**src/rtl/mining_controller.sv**
```systemverilog
// mining_controller: round-robin arbiter for two players' transactions that runs a proof-of-work miner job for each accepted one
// and commits the resulting block to the chain and the balances.
module mining_controller #(
  parameter logic [7:0]  INIT_BALANCE    = 8'd100,
  parameter logic [7:0]  GENESIS_HASH    = 8'h00,
  parameter int unsigned CLEAR_CYCLES    = 2,
  parameter logic [19:0] MAX_MINE_CYCLES = 20'hFFFFF
) (
  input  logic       clock,
  input  logic       resetn,
  input  logic       req_p1,
  input  logic [7:0] sig_p1,
  input  logic [7:0] amt_p1,
  input  logic       req_p2,
  input  logic [7:0] sig_p2,
  input  logic [7:0] amt_p2,
  output logic       ack_p1,
  output logic       ack_p2,
  output logic [1:0] status,
  output logic       miner_resetn,
  output logic       miner_enable,
  output logic [7:0] previous_hash,
  output logic [7:0] signature,
  output logic [7:0] amount,
  output logic       transaction_direction,
  input  logic       done_mining,
  input  logic [7:0] new_hash,
  output logic       block_valid,
  output logic [7:0] block_hash,
  output logic [7:0] block_index,
  output logic [7:0] balance_p1,
  output logic [7:0] balance_p2,
  output logic       busy
);
  typedef enum logic [2:0] {IDLE, CLEAR, MINE, COMMIT, ACK} state_t;
  state_t state, next_state;
  logic        last_grant, grant, grant_p2, reject, clear_done, timeout;
  logic [2:0]  clear_cnt;
  logic [19:0] mine_cnt;
  logic [7:0]  hash_q, tip, req_amt, payer_bal, payer_new, payee_new;
  logic [8:0]  payee_sum;
  logic [1:0]  status_q;
  // When both players request, the one not served last wins
  assign grant      = req_p1 | req_p2;
  assign grant_p2   = req_p2 & (~req_p1 | ~last_grant);
  assign req_amt    = grant_p2 ? amt_p2 : amt_p1;
  assign payer_bal  = grant_p2 ? balance_p2 : balance_p1;
  assign reject     = req_amt == 8'd0 || req_amt > payer_bal;
  assign clear_done = clear_cnt == 3'(CLEAR_CYCLES);
  assign timeout    = mine_cnt == MAX_MINE_CYCLES;
  assign payer_new  = (transaction_direction ? balance_p2 : balance_p1) - amount;
  assign payee_sum  = {1'b0, transaction_direction ? balance_p1 : balance_p2} + {1'b0, amount};
  assign payee_new  = payee_sum[8] ? 8'hFF : payee_sum[7:0];
  assign previous_hash = tip;
  assign block_hash    = tip;
  always_ff @(posedge clock or negedge resetn)
    if (!resetn) state <= IDLE;
    else state <= next_state;
  always_comb begin
    next_state = state;
    case (state)
      IDLE:    next_state = grant ? (reject ? ACK : CLEAR) : IDLE;
      CLEAR:   next_state = clear_done ? MINE : CLEAR;
      MINE:    next_state = done_mining ? COMMIT : timeout ? ACK : MINE;
      COMMIT:  next_state = ACK;
      default: next_state = IDLE;
    endcase
  end
  always_comb begin
    busy         = state != IDLE;
    miner_resetn = state == MINE;
    miner_enable = state == MINE;
    block_valid  = state == COMMIT;
    ack_p1       = state == ACK && !transaction_direction;
    ack_p2       = state == ACK && transaction_direction;
    status       = state == ACK ? status_q : 2'b00;
  end
  always_ff @(posedge clock or negedge resetn) begin
    if (!resetn) begin
      last_grant            <= 1'b1;
      transaction_direction <= 1'b0;
      signature             <= 8'h00;
      amount                <= 8'h00;
      status_q              <= 2'b00;
      clear_cnt             <= 3'd0;
      mine_cnt              <= 20'd0;
      hash_q                <= GENESIS_HASH;
      tip                   <= GENESIS_HASH;
      block_index           <= 8'd0;
      balance_p1            <= INIT_BALANCE;
      balance_p2            <= INIT_BALANCE;
    end else begin
      case (state)
        IDLE: if (grant) begin
          last_grant            <= grant_p2;
          transaction_direction <= grant_p2;
          signature             <= grant_p2 ? sig_p2 : sig_p1;
          amount                <= req_amt;
          status_q              <= req_amt == 8'd0 ? 2'b11 : req_amt > payer_bal ? 2'b01 : 2'b00;
          clear_cnt             <= 3'd1;
        end
        CLEAR: begin
          clear_cnt <= clear_cnt + 3'd1;
          mine_cnt  <= 20'd1;
        end
        MINE: begin
          mine_cnt <= mine_cnt + 20'd1;
          if (done_mining) hash_q <= new_hash;
          else if (timeout) status_q <= 2'b10;
        end
        COMMIT: begin
          tip         <= hash_q;
          block_index <= block_index + 8'd1;
          balance_p1  <= transaction_direction ? payee_new : payer_new;
          balance_p2  <= transaction_direction ? payer_new : payee_new;
        end
        default: ;
      endcase
    end
  end
endmodule
```
**config.mk**
```make
export PLATFORM = sky130hd
export DESIGN_NAME = mining_controller
export DESIGN_NICKNAME = d
export VERILOG_FILES = /design/src/rtl/mining_controller.sv
export SDC_FILE = /design/constraint.sdc
export NUM_CORES = 1
export LEC_CHECK = 0
export BUFFER_PORTS_ARGS = -buffer_cell sky130_fd_sc_hd__clkbuf_2
export CORE_MARGIN = 2
export CORE_UTILIZATION = 57
export CTS_BUF_LIST = sky130_fd_sc_hd__clkbuf_8
export DETAILED_ROUTE_END_ITERATION = 10
export GPL_ROUTABILITY_DRIVEN = 0
export HOLD_SLACK_MARGIN = 0.02
export PLACE_DENSITY_LB_ADDON = 0.2
export SYNTH_ARGS = -nofsm -noshare
export SYNTH_HDL_FRONTEND = slang
export SYNTH_SLANG_ARGS = --single-unit
```
**constraint.sdc**
```tcl
create_clock -name clock -period 3.6 [get_ports clock]
set_clock_uncertainty 0.05 [all_clocks]
set_input_delay 0 -clock clock [delete_from_list [all_inputs] [get_ports clock]]
set_output_delay 0 -clock clock [all_outputs]
set_load 0.05 [all_outputs]
```
==> results of run 1 <==
## layout make-up
| cell class | count | share of cell area |
|---|---|---|
| Timing Repair Buffer | 156 | 0.157 |
| Tap cell | 108 | 0.0211 |
| Multi-Input combinational cell | 411 | 0.441 |
| Clock inverter | 7 | 0.0125 |
| Sequential cell | 86 | 0.338 |
| Inverter | 19 | 0.0112 |
| Clock buffer | 9 | 0.0194 |
## worst max path at each step
stage,from,end,slack [ps]
after floorplan,transaction_direction$_DFFE_PN0P_,balance_p1[7]$_DFFE_PN0P_,360
after global placement,transaction_direction$_DFFE_PN0P_,balance_p2[7]$_DFFE_PN0P_,900
after detailed placement,transaction_direction$_DFFE_PN0P_,balance_p2[7]$_DFFE_PN0P_,770
after CTS,transaction_direction$_DFFE_PN0P_,balance_p2[7]$_DFFE_PN0P_,680
after global routing,transaction_direction$_DFFE_PN0P_,balance_p2[7]$_DFFE_PN0P_,490
final,transaction_direction$_DFFE_PN0P_,balance_p2[7]$_DFFE_PN0P_,620
## stage by stage
step	setup WS, ps	power (W)	instance area [µm²]
floorplan	365	0.00459	5200
global placement	896	0.00533	5790
detailed placement	771	0.00544	5790
CTS	683	0.00623	6390
global route	494	0.00668	6390
finish	624	0.00627	6390
## routing by layer
metal  global-route usage  share of wire
met1                0.349           0.41
met2                0.487           0.50
met3               0.0478          0.060
met4                0.105          0.022
met5                    0              0
## tightest hold or removal path, delay by kind of cell
family                 cells  cell delay, ps
buffers and inverters      1             100
AOI/OAI and AO/OA          1             180
muxes                      1             130
## cell usage in the layout, fill, tap and decap left out, drive strengths merged, types with 4 or more instances in the layout
master,Yosys,routed
o31ai,7,7
ha,27,27
nor2,28,28
nor4,5,5
dfrtp,79,79
mux2i,24,24
xor2,4,4
dfstp,7,7
nand3,16,16
nand2,85,85
clkbuf,15,117
nor3,8,8
mux2,29,29
and3,11,11
a21oi,21,21
a21o,6,6
nand4,16,16
o21a,4,4
buf,16,8
o22ai,4,4
nor2b,5,5
inv,19,21
xnor2,11,11
dlygate4sd3,0,40
o21ai,56,56
a31oi,8,8
## timing repair
| action | CTS | global route |
|---|---|---|
| endpoints found under the hold margin | 103 | 0 |
| hold buffers | 40 | 0 |
| setup endpoints to repair | 0 | 0 |
## cells by family (layout without fill, tap and decap cells)
logic type | after synthesis | in the layout
xor+xnor | 15 | 15
fa+ha+maj | 29 | 29
buf+inv | 50 | 191
flops | 86 | 86
mux | 53 | 53
compound gates | 127 | 127
simple gates | 187 | 187
## registers in the layout (all words and copies together) (netlist names), 2 cells and up
signal and flops:
balance_p2 8, amount 8, block_index 8, hash_q 8
signature 8, balance_p1 8, status_q 2, clear_cnt 3
state 3, block_hash 8, mine_cnt 20
## report_power, final
group / internal [W] / switching [W] / leakage, nW / total (W)
registers: 0.00131 / 0.000373 / 1.09 / 0.00169
logic: 0.00130 / 0.00257 / 1.98 / 0.00387
clock network: 0.000328 / 0.000386 / 0.0964 / 0.000714
total: 0.00294 / 0.00333 / 3.17 / 0.00627
==> impl_metrics.env, run 1 <==
export IMPL_fin_util=0.729
export IMPL_r2r_slack_ps=620
export IMPL_crit_required_ps=3840
export IMPL_synth_compound_gate_area_share=0.149
export IMPL_placed_cells=740
export IMPL_fillers=676
export IMPL_hold_ws_ps=38.6
export IMPL_grtUsageTotal=0.280
export IMPL_yosys_area_top_type="dfrtp_1"
export IMPL_cts_tree="done"
export IMPL_path_cells="buf_4 > mux2_2 > ha_1 > nor2b_1 > o21a_1 > nor2_1 > o31ai_2 > o21ai_0 > nand4_1"
export IMPL_stdcell_count=796
export IMPL_holdPathEnd="amount[0]$_DFFE_PN0P_"
export IMPL_cts_made_buffers=9
export IMPL_finalCritPeriodShare=0.827
export IMPL_die_x_um=99.5
export IMPL_post_synth_num_cell_types=54
export IMPL_synth_xor_area_share=0.0253
export IMPL_slowest_stage="dfrtp_1"
export IMPL_syn_area_um2=5200
export IMPL_final_antenna_net_count=0
export IMPL_path_delay_family="compound AO/OA/AOI/OAI gates"
export IMPL_hold_class="primary input to register"
export IMPL_relSlewSlack=0.269
export IMPL_r2r_start="transaction_direction$_DFFE_PN0P_"
export IMPL_fmax_mhz=336
export IMPL_grt_max_degree=87
export IMPL_arrival_ps=3220
export IMPL_num_nets_final=757
export IMPL_synth_flop_cell="dfrtp_1"
export IMPL_drv_cap=0
export IMPL_area_delta_synth_final_pct=22.9
export IMPL_outcome="finished, final reports clean"
export IMPL_via_per_inst=5.90
export IMPL_grt_remaining_overflow=0
export IMPL_coreArea_um2=8760
export IMPL_wirelength_um=13500
export IMPL_yosysWarnings=0
export IMPL_synth_common_cells="nand2_1 (84), dfrtp_1 (79), o21ai_0 (52)"
export IMPL_path_class="register to register"
export IMPL_dp_hpwl_um=9220
export IMPL_slew_viol_final=0
export IMPL_drive_gt1_frac=0.263
export IMPL_power_leakage_nw=3.17
export IMPL_cp_start_kind="register"
export IMPL_grt_pass1_vias=4656
export IMPL_drtIter0Drc=239
export IMPL_rows=34
export IMPL_antenna_cells=0
export IMPL_numPortBuffers=109
export IMPL_cts_root_buf="clkbuf_8"
export IMPL_synth_edf_count=0
export IMPL_fin_crit_ps=2980
export IMPL_post_drt_wl_per_cell_um=17.0
export IMPL_hold_violations=0
export IMPL_synth_top_cell_area_share=0.380
export IMPL_path_max_fanout=10
export IMPL_cts_clk_slew_worst_paths_ps=100
export IMPL_synthTopCellsByArea="dfrtp_1 (38%), ha_1 (6.5%), mux2_2 (6.3%)"
export IMPL_post_cts_buffers=0
export IMPL_ir_drop_mv=0.564
export IMPL_synth_most_common_cell="nand2_1"
export IMPL_drc=0
export IMPL_postSynthCellCount=547
export IMPL_max_stage_delay_ps=560
export IMPL_die_h_um=99.5
export IMPL_firstDrtPassIters=5
export IMPL_worstHoldStart="amt_p2[0]"
export IMPL_p_per_area_nw_per_um2=981
export IMPL_fp_dieArea_um2=9900
export IMPL_rsz0062_at_grt="false"
export IMPL_crit_buf_inv=1
export IMPL_end_kind="register"
export IMPL_synth_adder_area_share=0.0727
export IMPL_ctsResizeCount=0
export IMPL_clkSinkCount=86
export IMPL_reg2reg_to="balance_p2[7]$_DFFE_PN0P_"
export IMPL_cp_num_cells=9
export IMPL_io_pins=110
export IMPL_grt_antenna_before_repair=0
export IMPL_synthMuxAreaShare=0.109
export IMPL_worst_slew_pin_slew_ps=1100
export IMPL_start_util=0.593
export IMPL_grt_pass1_wl_um=22300
export IMPL_clk_latency_ps=360
export IMPL_syn_area_per_cell_um2=9.51
export IMPL_min_delay_path_depth=3
export IMPL_setup_viol_count_final=0
export IMPL_synth_top_family_by_area="simple AND/OR/NAND/NOR gates"
export IMPL_multi_input_area_um2=2820
export IMPL_htreeDepth=3
export IMPL_synth_nets=621
export IMPL_synth_seq_cells=86
export IMPL_async_flop_share=1.00
export IMPL_seqCellArea_um2=2160
export IMPL_vias=4695
export IMPL_clockBufferDepth=2
export IMPL_tns_ps=0
export IMPL_yosys_area_share_simple=0.184
export IMPL_ys_seq_area_frac=0.416
export IMPL_reg2reg_depth=9
(Power assumes the default switching activity.)
==> run 2, diff against run 1 <==
Settings changed: CORE_UTILIZATION 57 to 51.
Clock period 3.6 ns to 2.43 ns, I/O delays scaled along.
==> impl_metrics.env, run 2 (synthesis results as in run 1) <==
export IMPL_outcome="finished, violations left"
export IMPL_violations="negative setup slack"
export IMPL_htreeDepth=3
export IMPL_cts_root_buf="clkbuf_8"
export IMPL_start_util=0.530
export IMPL_switching_share=0.503
export IMPL_dp_slack_ps=-154
export IMPL_clkPwrFrac=0.093
export IMPL_cp_start_kind="register"
export IMPL_drtIter0Drc=205
export IMPL_placed_cells=807
export IMPL_firstDrtPassIters=6
export IMPL_relSlewSlack=0.543
export IMPL_rsz0062_at_grt="true"
export IMPL_fin_crit_ps=2560
export IMPL_path_max_fanout=5
export IMPL_die_h_um=105
export IMPL_seq_power_share=0.220
export IMPL_via_per_inst=5.70
export IMPL_grt_antenna_before_repair=0
export IMPL_num_nets_final=820
export IMPL_die_x_um=105
export IMPL_grt_pass1_vias=5050
export IMPL_power_switching_w=0.00565
export IMPL_final_setup_worst_slack_ps=-131
export IMPL_regMostFlops="mine_cnt"
export IMPL_drive_gt1_frac=0.374
export IMPL_fillers=678
export IMPL_cts_clk_slew_worst_paths_ps=100
export IMPL_slowest_stage="dfrtp_2"
export IMPL_tns_ps=-1290
export IMPL_drc=0
export IMPL_final_antenna_net_count=0
export IMPL_largest_reg_flops=20
export IMPL_fmax_mhz=391
export IMPL_hold_violations=0
export IMPL_io_pins=110
export IMPL_crit_required_ps=2650
export IMPL_setup_viol_count_final=16
export IMPL_grt_remaining_overflow=0
export IMPL_path_cells="buf_4 > mux2_4 > ha_4 > inv_2 > fa_2 > nor2b_1 > o21a_1 > nor2_4 > o31a_1 > nand3_1 > a22o_1"
export IMPL_drv_cap=0
export IMPL_cts_made_buffers=9
export IMPL_numPortBuffers=109
export IMPL_stdcell_count=884
export IMPL_vias=5038
export IMPL_clockBufferDepth=2
export IMPL_finalCritPeriodShare=1.05
export IMPL_grtUsageTotal=0.281
export IMPL_final_cell_mix="clkbuf_2 (107), nand2_1 (84), dfrtp_1 (78), buf_4 (57), dlygate4sd3_1 (43)"
export IMPL_grt_max_degree=52
export IMPL_post_drt_wl_per_cell_um=17.3
export IMPL_clkSinkCount=86
export IMPL_rows=36
export IMPL_postLayoutCellArea_um2=7320
export IMPL_final_common_cell="clkbuf_2"
export IMPL_cts_tree="done"
export IMPL_fp_dieArea_um2=11000
export IMPL_end_kind="register"
export IMPL_clk_latency_ps=380
export IMPL_placed_area_um2=6220
export IMPL_power_leakage_nw=3.55
export IMPL_p_per_area_nw_per_um2=1530
export IMPL_arrival_ps=2780
export IMPL_dp_hpwl_um=9990
export IMPL_grt_pass1_wl_um=24800
export IMPL_area_delta_synth_final_pct=40.8
export IMPL_antenna_cells=0
export IMPL_hold_class="primary input to register"
export IMPL_wirelength_um=15300
export IMPL_power_internal_w=0.00559
export IMPL_power_frac_comb=0.687
export IMPL_ir_drop_mv=0.962
export IMPL_path_class="register to register"
export IMPL_coreArea_um2=9820
export IMPL_worst_slew_pin_slew_ps=685
export IMPL_slew_viol_final=0
export IMPL_power_w=0.0112
export IMPL_max_stage_delay_ps=460
==> run 2: cell count changes in the layout (fill, tap and decap cells not counted), sizes merged <==
cell         change
clkbuf           -1
dlygate4sd3      +3
buf             +61
==> run 2: cell type report <==
cell class,count,area (µm²),share of cell area
well taps,133,166,0.0227
clock inverters,7,75.1,0.0103
multi-input cells,411,3150,0.430
repair buffers,219,1580,0.215
clock buffers,9,124,0.0169
flip-flops and latches,86,2160,0.295
inverters,19,71.3,0.00974
==> run 2: worst max-delay path: cells and delay by family (launching register included) <==
kind / cells / cell delay, ps
flops: 1 / 460
fa+ha+maj: 2 / 370
simple gates: 3 / 330
mux: 1 / 310
buf+inv: 2 / 210
compound gates: 3 / 710
==> run 2: final timing paths <==
path	from	to	slack, ps	cells past startpoint
setup / recovery	transaction_direction$_DFFE_PN0P_	balance_p2[1]$_DFFE_PN0P_	-130	11
hold / removal	done_mining	state[1]$_DFF_PN0_	70	4
setup reg to reg	transaction_direction$_DFFE_PN0P_	balance_p2[1]$_DFFE_PN0P_	-130	11
hold reg to reg	hash_q[0]$_DFFE_PN0P_	block_hash[0]$_DFFE_PN0P_	420	2
max in group asynchronous	resetn	balance_p1[5]$_DFFE_PN1P_	1400	3
min in group asynchronous	resetn	amount[7]$_DFFE_PN0P_	160	2
==> run 2: metrics by stage <==
| step | utilization | hold slack, ps |
|---|---|---|
| global route | 0.746 | 92.5 |
| CTS | 0.722 | 56.4 |
| detailed placement | 0.634 | 38.6 |
| floorplan | - | -346 |
| finish | 0.746 | 66.8 |
| global placement | 0.634 | 34.4 |
==> run 2: repair_timing <==
| action | in CTS | in global routing |
|---|---|---|
| pin swaps | 10 | 32 |
| hold buffers | 43 | 0 |
| endpoints found under the hold margin | 71 | 0 |
| endpoints found under the setup margin | 16 | 19 |
| buffers inserted | 7 | 12 |
| gates resized for setup | 24 | 37 |
==> run 2: power groups by stage <==
| stage | Clock [W] | Combinational, W | Sequential, W |
|---|---|---|---|
| after floorplan | 0 | 0.00352 | 0.00347 |
| after global routing | 0.00112 | 0.00826 | 0.00253 |
| final | 0.00104 | 0.00771 | 0.00247 |
| after CTS | 0.00105 | 0.00711 | 0.00244 |
| after detailed placement | 0 | 0.00647 | 0.00247 |
| after global placement | 0 | 0.00629 | 0.00244 |
==> run 2: layer usage <==
| metal | GRT usage | vias to the layer above | part of all wire |
|---|---|---|---|
| met3 | 0.0561 | 44 | 0.051 |
| met2 | 0.500 | 183 | 0.51 |
| li1 | - | 2364 | - |
| met5 | 0 | - | 0 |
| met1 | 0.328 | 2447 | 0.40 |
| met4 | 0.116 | 0 | 0.033 |
